===== config.mk =====
export PLATFORM = sky130hd
export DESIGN_NAME = coin_dispense_sequencer
export DESIGN_NICKNAME = d
export VERILOG_FILES = /design/src/rtl/servo_pkg.sv /design/src/rtl/seq_dwell_timer.sv /design/src/rtl/coin_dispense_sequencer.sv
export SDC_FILE = /design/constraint.sdc
export NUM_CORES = 1
export LEC_CHECK = 0
export BUFFER_PORTS_ARGS = -buffer_cell sky130_fd_sc_hd__clkbuf_2
export CAP_MARGIN = 30
export CORE_ASPECT_RATIO = 1.4
export CORE_MARGIN = 2
export CORE_UTILIZATION = 25
export DETAILED_ROUTE_END_ITERATION = 10
export SLEW_MARGIN = 20
export SYNTH_ARGS = -nofsm -noshare
export SYNTH_HDL_FRONTEND = slang
export SYNTH_SLANG_ARGS = --single-unit
export TNS_END_PERCENT = 10

===== constraint.sdc =====
create_clock -name clk -period 2.8 [get_ports clk]
set_clock_uncertainty 0.15 [all_clocks]
set_input_delay 0.14 -clock clk [delete_from_list [all_inputs] [get_ports clk]]
set_output_delay 0.14 -clock clk [all_outputs]
set_load 0.05 [all_outputs]

===== src/rtl/servo_pkg.sv =====
// Shared definitions for the coin-pusher servo sequencer: FSM states, stroke
// direction encodings and a counter-width helper.
package servo_pkg;

   typedef enum logic [2:0] {
      IDLE,
      PUSH_ACK,
      PUSH_WAIT,
      RET_ACK,
      RET_WAIT,
      GAP
   } seq_state_t;

   localparam logic SERVO_BACK  = 1'b1;
   localparam logic SERVO_FRONT = 1'b0;

   // Bits needed to hold (largest count - 1) for a down-counter loaded with N-1.
   function automatic int cnt_width(input int a, input int b, input int c);
      int m;
      m = a;
      if (b > m) m = b;
      if (c > m) m = c;
      return (m < 2) ? 1 : $clog2(m);
   endfunction

endpackage


===== src/rtl/seq_dwell_timer.sv =====
// Loadable down-counter: load N-1 on entry, count while enabled, expired once
// the count reaches zero (N enabled cycles after the load).
module seq_dwell_timer #(
   parameter int W = 8
) (
   input  logic         clk,
   input  logic         timerStart,
   input  logic         load,
   input  logic [W-1:0] load_val,
   input  logic         en,
   output logic         expired
);

   logic [W-1:0] count;

   // NOTE: sequential state is written with non-blocking assignments so every
   // flop samples pre-edge values regardless of process evaluation order.
   always_ff @(posedge clk or posedge timerStart) begin
      if (timerStart) begin
         count <= '0;
      end else if (load) begin
         count <= load_val;
      end else if (en && (count != '0)) begin
         count <= count - W'(1);
      end
   end

   assign expired = (count == '0);

endmodule


===== src/rtl/coin_dispense_sequencer.sv =====
// Runs N push/return strokes of the coin-pusher servo per dispense request.
// Optional stroke watchdog enabled by defining SEQ_TIMEOUT_EN.
module coin_dispense_sequencer
   import servo_pkg::*;
#(
   parameter int CNT_W          = 8,
   parameter int GAP_CYCLES     = 5_000_000,
   parameter int ACK_CYCLES     = 16,
   parameter int TIMEOUT_CYCLES = 60_000_000
) (
   input  logic             clk,
   input  logic             timerStart,
   input  logic             req_valid,
   input  logic [CNT_W-1:0] req_count,
   output logic             req_ready,
   output logic [31:0]      servo_ctrl,
   input  logic             servo_back_done,
   input  logic             servo_front_done,
   output logic             busy,
   output logic [CNT_W-1:0] coins_left,
   output logic             coin_pulse,
   output logic             done_pulse,
   output logic             error
);

   localparam int TMR_W = cnt_width(GAP_CYCLES, ACK_CYCLES, TIMEOUT_CYCLES);
   localparam logic [TMR_W-1:0] GAP_LOAD = TMR_W'(GAP_CYCLES - 1);
   localparam logic [TMR_W-1:0] ACK_LOAD = TMR_W'(ACK_CYCLES - 1);

   seq_state_t       state, state_nxt;
   logic             servo_bit, servo_nxt;
   logic [CNT_W-1:0] coins_q, coins_nxt;
   logic             coin_pulse_q, coin_pulse_nxt;
   logic             done_q, done_nxt;
   logic             error_q, error_nxt;
   logic             back_d1, front_d1;

   logic             dwell_load, dwell_en, dwell_expired;
   logic [TMR_W-1:0] dwell_val;

   seq_dwell_timer #(.W(TMR_W)) u_dwell_timer (
      .clk        (clk),
      .timerStart (timerStart),
      .load       (dwell_load),
      .load_val   (dwell_val),
      .en         (dwell_en),
      .expired    (dwell_expired)
   );

`ifdef SEQ_TIMEOUT_EN
   localparam logic [TMR_W-1:0] TIMEOUT_LOAD = TMR_W'(TIMEOUT_CYCLES - 1);

   logic stroke_load, stroke_en, stroke_expired;

   // One watchdog window per stroke: reloaded when each push or return begins.
   assign stroke_en   = (state == PUSH_ACK) || (state == PUSH_WAIT) ||
                        (state == RET_ACK)  || (state == RET_WAIT);
   assign stroke_load = (state_nxt != state) &&
                        ((state_nxt == PUSH_ACK) || (state_nxt == RET_ACK));

   seq_dwell_timer #(.W(TMR_W)) u_stroke_timer (
      .clk        (clk),
      .timerStart (timerStart),
      .load       (stroke_load),
      .load_val   (TIMEOUT_LOAD),
      .en         (stroke_en),
      .expired    (stroke_expired)
   );
`endif

   always_ff @(posedge clk or posedge timerStart) begin
      if (timerStart) begin
         state        <= IDLE;
         servo_bit    <= SERVO_FRONT;
         coins_q      <= '0;
         coin_pulse_q <= 1'b0;
         done_q       <= 1'b0;
         error_q      <= 1'b0;
         back_d1      <= 1'b0;
         front_d1     <= 1'b0;
      end else begin
         state        <= state_nxt;
         servo_bit    <= servo_nxt;
         coins_q      <= coins_nxt;
         coin_pulse_q <= coin_pulse_nxt;
         done_q       <= done_nxt;
         error_q      <= error_nxt;
         back_d1      <= servo_back_done;
         front_d1     <= servo_front_done;
      end
   end

   // NOTE: every output of this block gets a default first, so no path can
   // leave a variable unassigned and infer a latch.
   always_comb begin
      state_nxt      = state;
      servo_nxt      = servo_bit;
      coins_nxt      = coins_q;
      coin_pulse_nxt = 1'b0;
      done_nxt       = 1'b0;
      error_nxt      = error_q;

      case (state)
         IDLE: begin
            if (req_valid) begin
               error_nxt = 1'b0;
               if (req_count == '0) begin
                  done_nxt = 1'b1;
               end else begin
                  coins_nxt = req_count;
                  servo_nxt = SERVO_BACK;
                  state_nxt = PUSH_ACK;
               end
            end
         end
         // A done flag that never visibly drops is taken as a pulse too short to sample.
         PUSH_ACK: begin
            if (!back_d1 || dwell_expired) state_nxt = PUSH_WAIT;
         end
         PUSH_WAIT: begin
            if (back_d1) begin
               servo_nxt = SERVO_FRONT;
               state_nxt = RET_ACK;
            end
         end
         RET_ACK: begin
            if (!front_d1 || dwell_expired) state_nxt = RET_WAIT;
         end
         RET_WAIT: begin
            if (front_d1) begin
               coin_pulse_nxt = 1'b1;
               if (coins_q != '0) coins_nxt = coins_q - CNT_W'(1);
               if (coins_nxt == '0) begin
                  done_nxt  = 1'b1;
                  state_nxt = IDLE;
               end else begin
                  state_nxt = GAP;
               end
            end
         end
         GAP: begin
            if (dwell_expired) begin
               servo_nxt = SERVO_BACK;
               state_nxt = PUSH_ACK;
            end
         end
         default: state_nxt = IDLE;
      endcase

`ifdef SEQ_TIMEOUT_EN
      // Abort retracts the pusher and leaves coins_left reporting the shortfall.
      if (stroke_en && stroke_expired) begin
         state_nxt      = IDLE;
         servo_nxt      = SERVO_FRONT;
         coins_nxt      = coins_q;
         coin_pulse_nxt = 1'b0;
         done_nxt       = 1'b1;
         error_nxt      = 1'b1;
      end
`endif

      dwell_load = (state_nxt != state);
      dwell_val  = (state_nxt == GAP) ? GAP_LOAD : ACK_LOAD;
      dwell_en   = (state == PUSH_ACK) || (state == RET_ACK) || (state == GAP);
   end

   assign req_ready  = (state == IDLE);
   assign busy       = (state != IDLE);
   assign servo_ctrl = {31'b0, servo_bit};
   assign coins_left = coins_q;
   assign coin_pulse = coin_pulse_q;
   assign done_pulse = done_q;
   assign error      = error_q;

endmodule


==> Word-level counts from Yosys, hierarchy flattened <==
Cells that the tools add are included.
{ "word_totals": {"regBits": 42, "inputBits": 13} }
{ "op_classes": {"n_addsub": 2, "n_eq_ne": 12, "mux": 31, "reduce_logical": 19} }
{ "ops": {"columns": ["cell", "count"], "rows": [
  ["$mux W26", 2],
  ["$mux W8", 6],
  ["$logic_not A26 Y1", 1],
  ["$reduce_bool A26 Y1", 1],
  ["$sub A26 B1 Y26 const B", 1],
  ["$mux W3", 8],
  ["$mux W23", 1],
  ["$pmux W3 S6", 1],
  ["$logic_not A8 Y1", 2],
  ["$pmux W8 S2", 1],
  ["$mux W1", 10],
  ["$ne A2 B2 Y1 const B", 5],
  ["$eq A3 B3 Y1 const B", 3],
  ["$reduce_bool A8 Y1", 1],
  ["$sub A8 B1 Y8 const B", 1],
  ["$eq A3 B2 Y1 const B", 2],
  ["$reduce_bool A3 Y1", 2],
  ["$reduce_and A5 Y1", 1],
  ["$logic_or A1 B1 Y1", 4],
  ["$reduce_and A4 Y1", 1],
  ["$reduce_bool A2 Y1", 2],
  ["$eq A3 B1 Y1 const B", 1],
  ["$logic_not A3 Y1", 1],
  ["$ne A3 B3 Y1", 1],
  ["other kinds (4)", 5]
]} }

==> Logic depth before layout (Yosys ltp) <==
{ "depth": {"depth_word": 11, "depth_mapped": 10} }

==> Modules after synthesis <==
From an unflattened synthesis, not the netlist that was laid out.
{ "hier_totals": {"hier_cells": 361, "area_unflattened_um2": 3070.4} }
{ "by_module_without_submodules": {"columns": ["mod", "n_inst", "cells_per_inst", "area_per_inst_um2"], "rows": [
  ["seq_dwell_timer", 1, 184, 1646.6],
  ["coin_dispense_sequencer", 1, 177, 1423.9]
]} }

==> Worst setup path after synthesis <==
No wires, ideal clock.
{ "synth_timing": {"kind": "register -> register", "from": "register coins_q[0], in the netlist coins_left[0]", "to": "register u_dwell_timer.count[1]", "setup_ns": 0.127, "t_arrival_ns": 2.645, "required_time_ns": 2.523, "path_slack_ns": -0.122, "path_stages_with_launch": 10, "n_path_buf": 0, "period_less_slack_ns": 2.922, "cell_sequence": "dfrtp_1 -> inv_1 -> ha_1 -> or2_2 -> a2111oi_0 -> a211o_1 -> o211a_1 -> o211a_1 -> o21ai_4 -> or2_2"} }
{ "synth_via": {"elab_chain_len": 10, "word_cells_on_any_way": 12, "classes_between": "add/sub: 1; eq/ne: 1; mux: 7; reduce/logical: 3"} }
{ "synth_rtl": {"columns": ["element", "line_no", "text"], "rows": [
  ["from (decl)", "coin_dispense_sequencer.sv:32", "logic [CNT_W-1:0] coins_q, coins_nxt;"],
  ["from (signal assigned)", "coin_dispense_sequencer.sv:84", "coins_q <= coins_nxt;"],
  ["$sub A8 B1 Y8 / $reduce_bool A8 Y1 (equally long branches)", "coin_dispense_sequencer.sv:132", "if (coins_q != '0) coins_nxt = coins_q - CNT_W'(1);"],
  ["$mux W8 (*)", "coin_dispense_sequencer.sv:132", null],
  ["$mux W8 (*)", "coin_dispense_sequencer.sv:130", "if (front_d1) begin"],
  ["$mux W8 (*)", "coin_dispense_sequencer.sv:103", "case (state)"],
  ["$logic_not A8 Y1 (*)", "coin_dispense_sequencer.sv:133", "if (coins_nxt == '0) begin"],
  ["$mux W3 (*)", "coin_dispense_sequencer.sv:133", null],
  ["$mux W3 (*)", "coin_dispense_sequencer.sv:130", null],
  ["$pmux W3 S6 (*)", "coin_dispense_sequencer.sv:103", null],
  ["$ne A3 B3 Y1 (*)", "coin_dispense_sequencer.sv:162", "dwell_load = (state_nxt != state);"],
  ["$mux W26 / $reduce_bool A2 Y1 (equally long branches)", null, null],
  ["to (signal assigned)", "seq_dwell_timer.sv:22", "count <= load_val;"],
  ["to (signal assigned)", "seq_dwell_timer.sv:24", "count <= count - W'(1);"],
  ["to (decl)", "seq_dwell_timer.sv:14", "logic [W-1:0] count;"]
]} }
Every way passes the cells marked *; elsewhere a longest branch is shown, timed or not. The select of a mux whose other input is x is not followed.
A chain may end at the register's enable or synchronous reset.

==> Final worst setup path <==
Same ends and word-level chain as after synthesis.

==> impl_metrics.py <==
metrics = {
    "clocking": {
        "cts_tree": "done",
        "clock_path_buffers": 2,
        "clkTransAtPathRegs_ns": 0.06,
        "clkLatencyLatePin_ns": 0.29,
        "htree_levels": 2,
        "root_buffer": "clkbuf_16",
        "numCtsBuffers": 5,
        "clock-sinks": 42,
    },
    "outcome": {
        "status": "completed",
    },
    "synthesis": {
        "synthFlopType": "dfrtp_1",
        "synth-seq-area-share_pct": 37.2,
        "synthArstFlopShare_pct": 100,
        "synth-warning-count": 0,
        "ys_seq_elements": 42,
        "yosysUniqueCellTypes": 55,
        "syn_inst": 326,
        "synth_edf_count": 0,
        "syn_area_per_cell_sq_um": 8.67,
        "synth_area_leaders": "dfrtp_1 (37%), buf_4 (8.8%), nor2_1 (5.0%)",
        "netlist_area_sq_um": 2830,
        "yosysTopAreaCellShare_pct": 37.2,
        "synth_top_cell_by_area": "dfrtp_1",
    },
    "sta": {
        "fmax_ghz": 0.375,
        "fin_crit_ns": 2.66,
        "fin_tns_setup_ns": 0,
        "slew_headroom_pct": 53.4,
        "setup_violations": 0,
        "rsz0062_at_grt": "false",
        "drv_slew": 0,
        "worstMarginPinSlew_ns": 0.691,
        "fin_crit_sh_pct": 95.1,
        "timing.final.hold_violations": 0,
    },
    "min_path": {
        "hold_path_end": "coins_left[1]",
        "hold_path.class": "in2reg",
        "min_from": "req_count[1]",
        "whs_path_depth": 3,
    },
    "route": {
        "top_layer": "met4",
        "drt_iter0_drc": 160,
        "drt-total-wl_um": 6850,
        "antenna_left": 0,
        "route.detailed.drc": 0,
        "wl_met2_um": 3580,
        "wl_met1_um": 2830,
        "via_per_inst": 4.84,
        "wl_met3_um": 319,
        "wl_per_cell_um": 13.4,
        "dr_total_vias": 2479,
        "firstDrtPassIters": 4,
    },
    "floorplanning": {
        "start_util_pct": 25.9,
        "die_area_sq_um": 12200,
        "die_h_um": 130,
        "placementRows": 45,
        "design.core.area_sq_um": 10900,
        "ioPinCount": 58,
        "die_x_um": 93.8,
    },
    "worst_setup_path": {
        "cp_slowest_cell": "dfrtp_2",
        "path_max_fanout": 17,
        "cp_common_cell": "o211a_1",
        "critPathCaptureType": "register",
        "r2r_cells": 10,
        "worst_ep_arrival_time_ns": 2.68,
        "reg2reg_to": "u_dwell_timer.count[1]",
        "r2r_start": "coins_left[0]",
        "max_stage_delay_ns": 0.40,
        "reg2reg_slack_ns": 0.14,
        "crit_path_start_kind": "register",
        "path_class": "reg2reg",
        "cp_cell_sequence": "inv_1 > ha_1 > nand3b_1 > or3_1 > a31oi_1 > o211a_1 > o211a_1 > o21ai_4 > buf_12 > or2_2",
        "cp_data_required_time_ns": 2.82,
    },
    "global_route": {
        "antenna_found_initial": 0,
        "grt_max_degree": 19,
        "grt_pass1_vias": 2224,
        "grt_usage_pct": 11.4,
        "overflow": 0,
        "grt_pass1_wl_um": 11000,
    },
    "place": {
        "gp_congestion": 0.885,
        "dp.cells": 501,
        "io_buffers": 25,
        "dpl.hpwl_um": 5210,
    },
    "final_layout": {
        "fillers": 1162,
        "seq_area_sq_um": 1050,
        "final_cell_mix": "dfrtp_1 (40), nor2_1 (38), conb_1 (32)",
        "multi_input_area_sq_um": 1540,
        "drive_gt1_share_pct": 18.1,
        "n_antenna_cell": 0,
        "area_delta_synth_final_pct": 17.7,
        "stdcell_count": 512,
        "fin_nets": 386,
        "layout_commonest_cell": "dfrtp_1",
    },
    "power_and_ir_drop": {
        "power_density_nw_per_um2": 1040,
        "p_leak_nw": 1.51,
        "vdd_drop_max_v": 0.000259,
    },
    "run": {
        "drv_cap": 0,
    },
}
[through the flow]
step	power (mW)	utilization (%)	setup WS [ns]	cell area, sq um	hold slack (ns)
floorplan	2.32	-	0.0600	2940	0.0214
global placement	2.78	28.4	0.168	3100	0.102
detailed placement	2.80	28.6	0.116	3130	-0.0466
CTS	3.47	30.4	0.0938	3320	0.00139
global route	3.70	30.4	0.00428	3330	0.0312
finish	3.46	30.4	0.137	3330	0.000547
[area by class of cell]
class / instances / area share (%)
Timing Repair Buffer: 50 / 10.6
Inverter: 10 / 1.13
Clock buffer: 7 / 3.99
Tap cell: 141 / 5.30
Sequential cell: 42 / 31.7
Clock inverter: 1 / 0.903
Multi-Input combinational cell: 261 / 46.4
[kinds of logic (layout without fill, tap and decap cells)]
family,Yosys count,in the layout,share of synthesized area [%]
AND/OR/NAND/NOR,127,127,23.7
AO/OA/AOI/OAI,82,82,19.7
XOR/XNOR,16,16,4.96
multiplexers,1,1,0.399
other,1,32,0.133
flip-flops,42,42,37.2
buffers and inverters,54,68,12.5
adder cells (fa/ha/maj),3,3,1.33
[cell usage after synthesis (5+ instances only)]
master	number
o21ai_0	25
nand2b_1	7
a21oi_1	14
a211oi_1	9
dfrtp_1	42
xnor2_1	10
nor2_1	38
or3_1	6
inv_1	10
nand3_1	5
nand2_1	23
a311oi_1	9
nor4_1	6
nor3_1	15
xor2_1	6
buf_4	33
[registers in the layout, summed over array words and instances, names as in the netlist]
signal	count
coins_left	8
servo_bit	1
coin_pulse	1
state	3
front_d1	1
u_dwell_timer.count	26
back_d1	1
done_pulse	1
[worst max path at each step]
stage	from	to	cells after the start
after floorplan	coins_left[0]	u_dwell_timer.count[1]	9
after global placement	coins_left[0]	u_dwell_timer.count[1]	10
after detailed placement	coins_left[0]	u_dwell_timer.count[1]	10
after CTS	coins_left[0]	u_dwell_timer.count[1]	10
after global routing	coins_left[0]	u_dwell_timer.count[1]	10
final	coins_left[0]	u_dwell_timer.count[1]	10
[repair_timing]
item,4_1_cts,5_1_grt
endpoints found under the setup margin,0,1
setup buffers,0,0
hold buffers,3,0
gates resized for setup,0,2
endpoints found under the hold margin,26,0
[per-layer routing]
| metal | vias up | GRT usage (%) |
|---|---|---|
| met2 | 77 | 20.8 |
| li1 | 1201 | - |
| met5 | - | 0 |
| met1 | 1190 | 13.2 |
| met3 | 11 | 2.31 |
| met4 | 0 | 3.58 |
[report_power, final]
part           leakage [nW]  internal [mW]  switching (mW)
Sequential            0.539          0.752           0.215
Clock                0.0781          0.422           0.232
Combinational         0.894          0.661            1.18
[critical path: cells and delay by family, from the launching register on]
family | cells | cell delay, ns
fa+ha+maj | 1 | 0.20
buf+inv | 2 | 0.25
flops | 1 | 0.40
simple gates | 3 | 0.73
compound gates | 4 | 0.80
(Power assumes the default switching activity.)
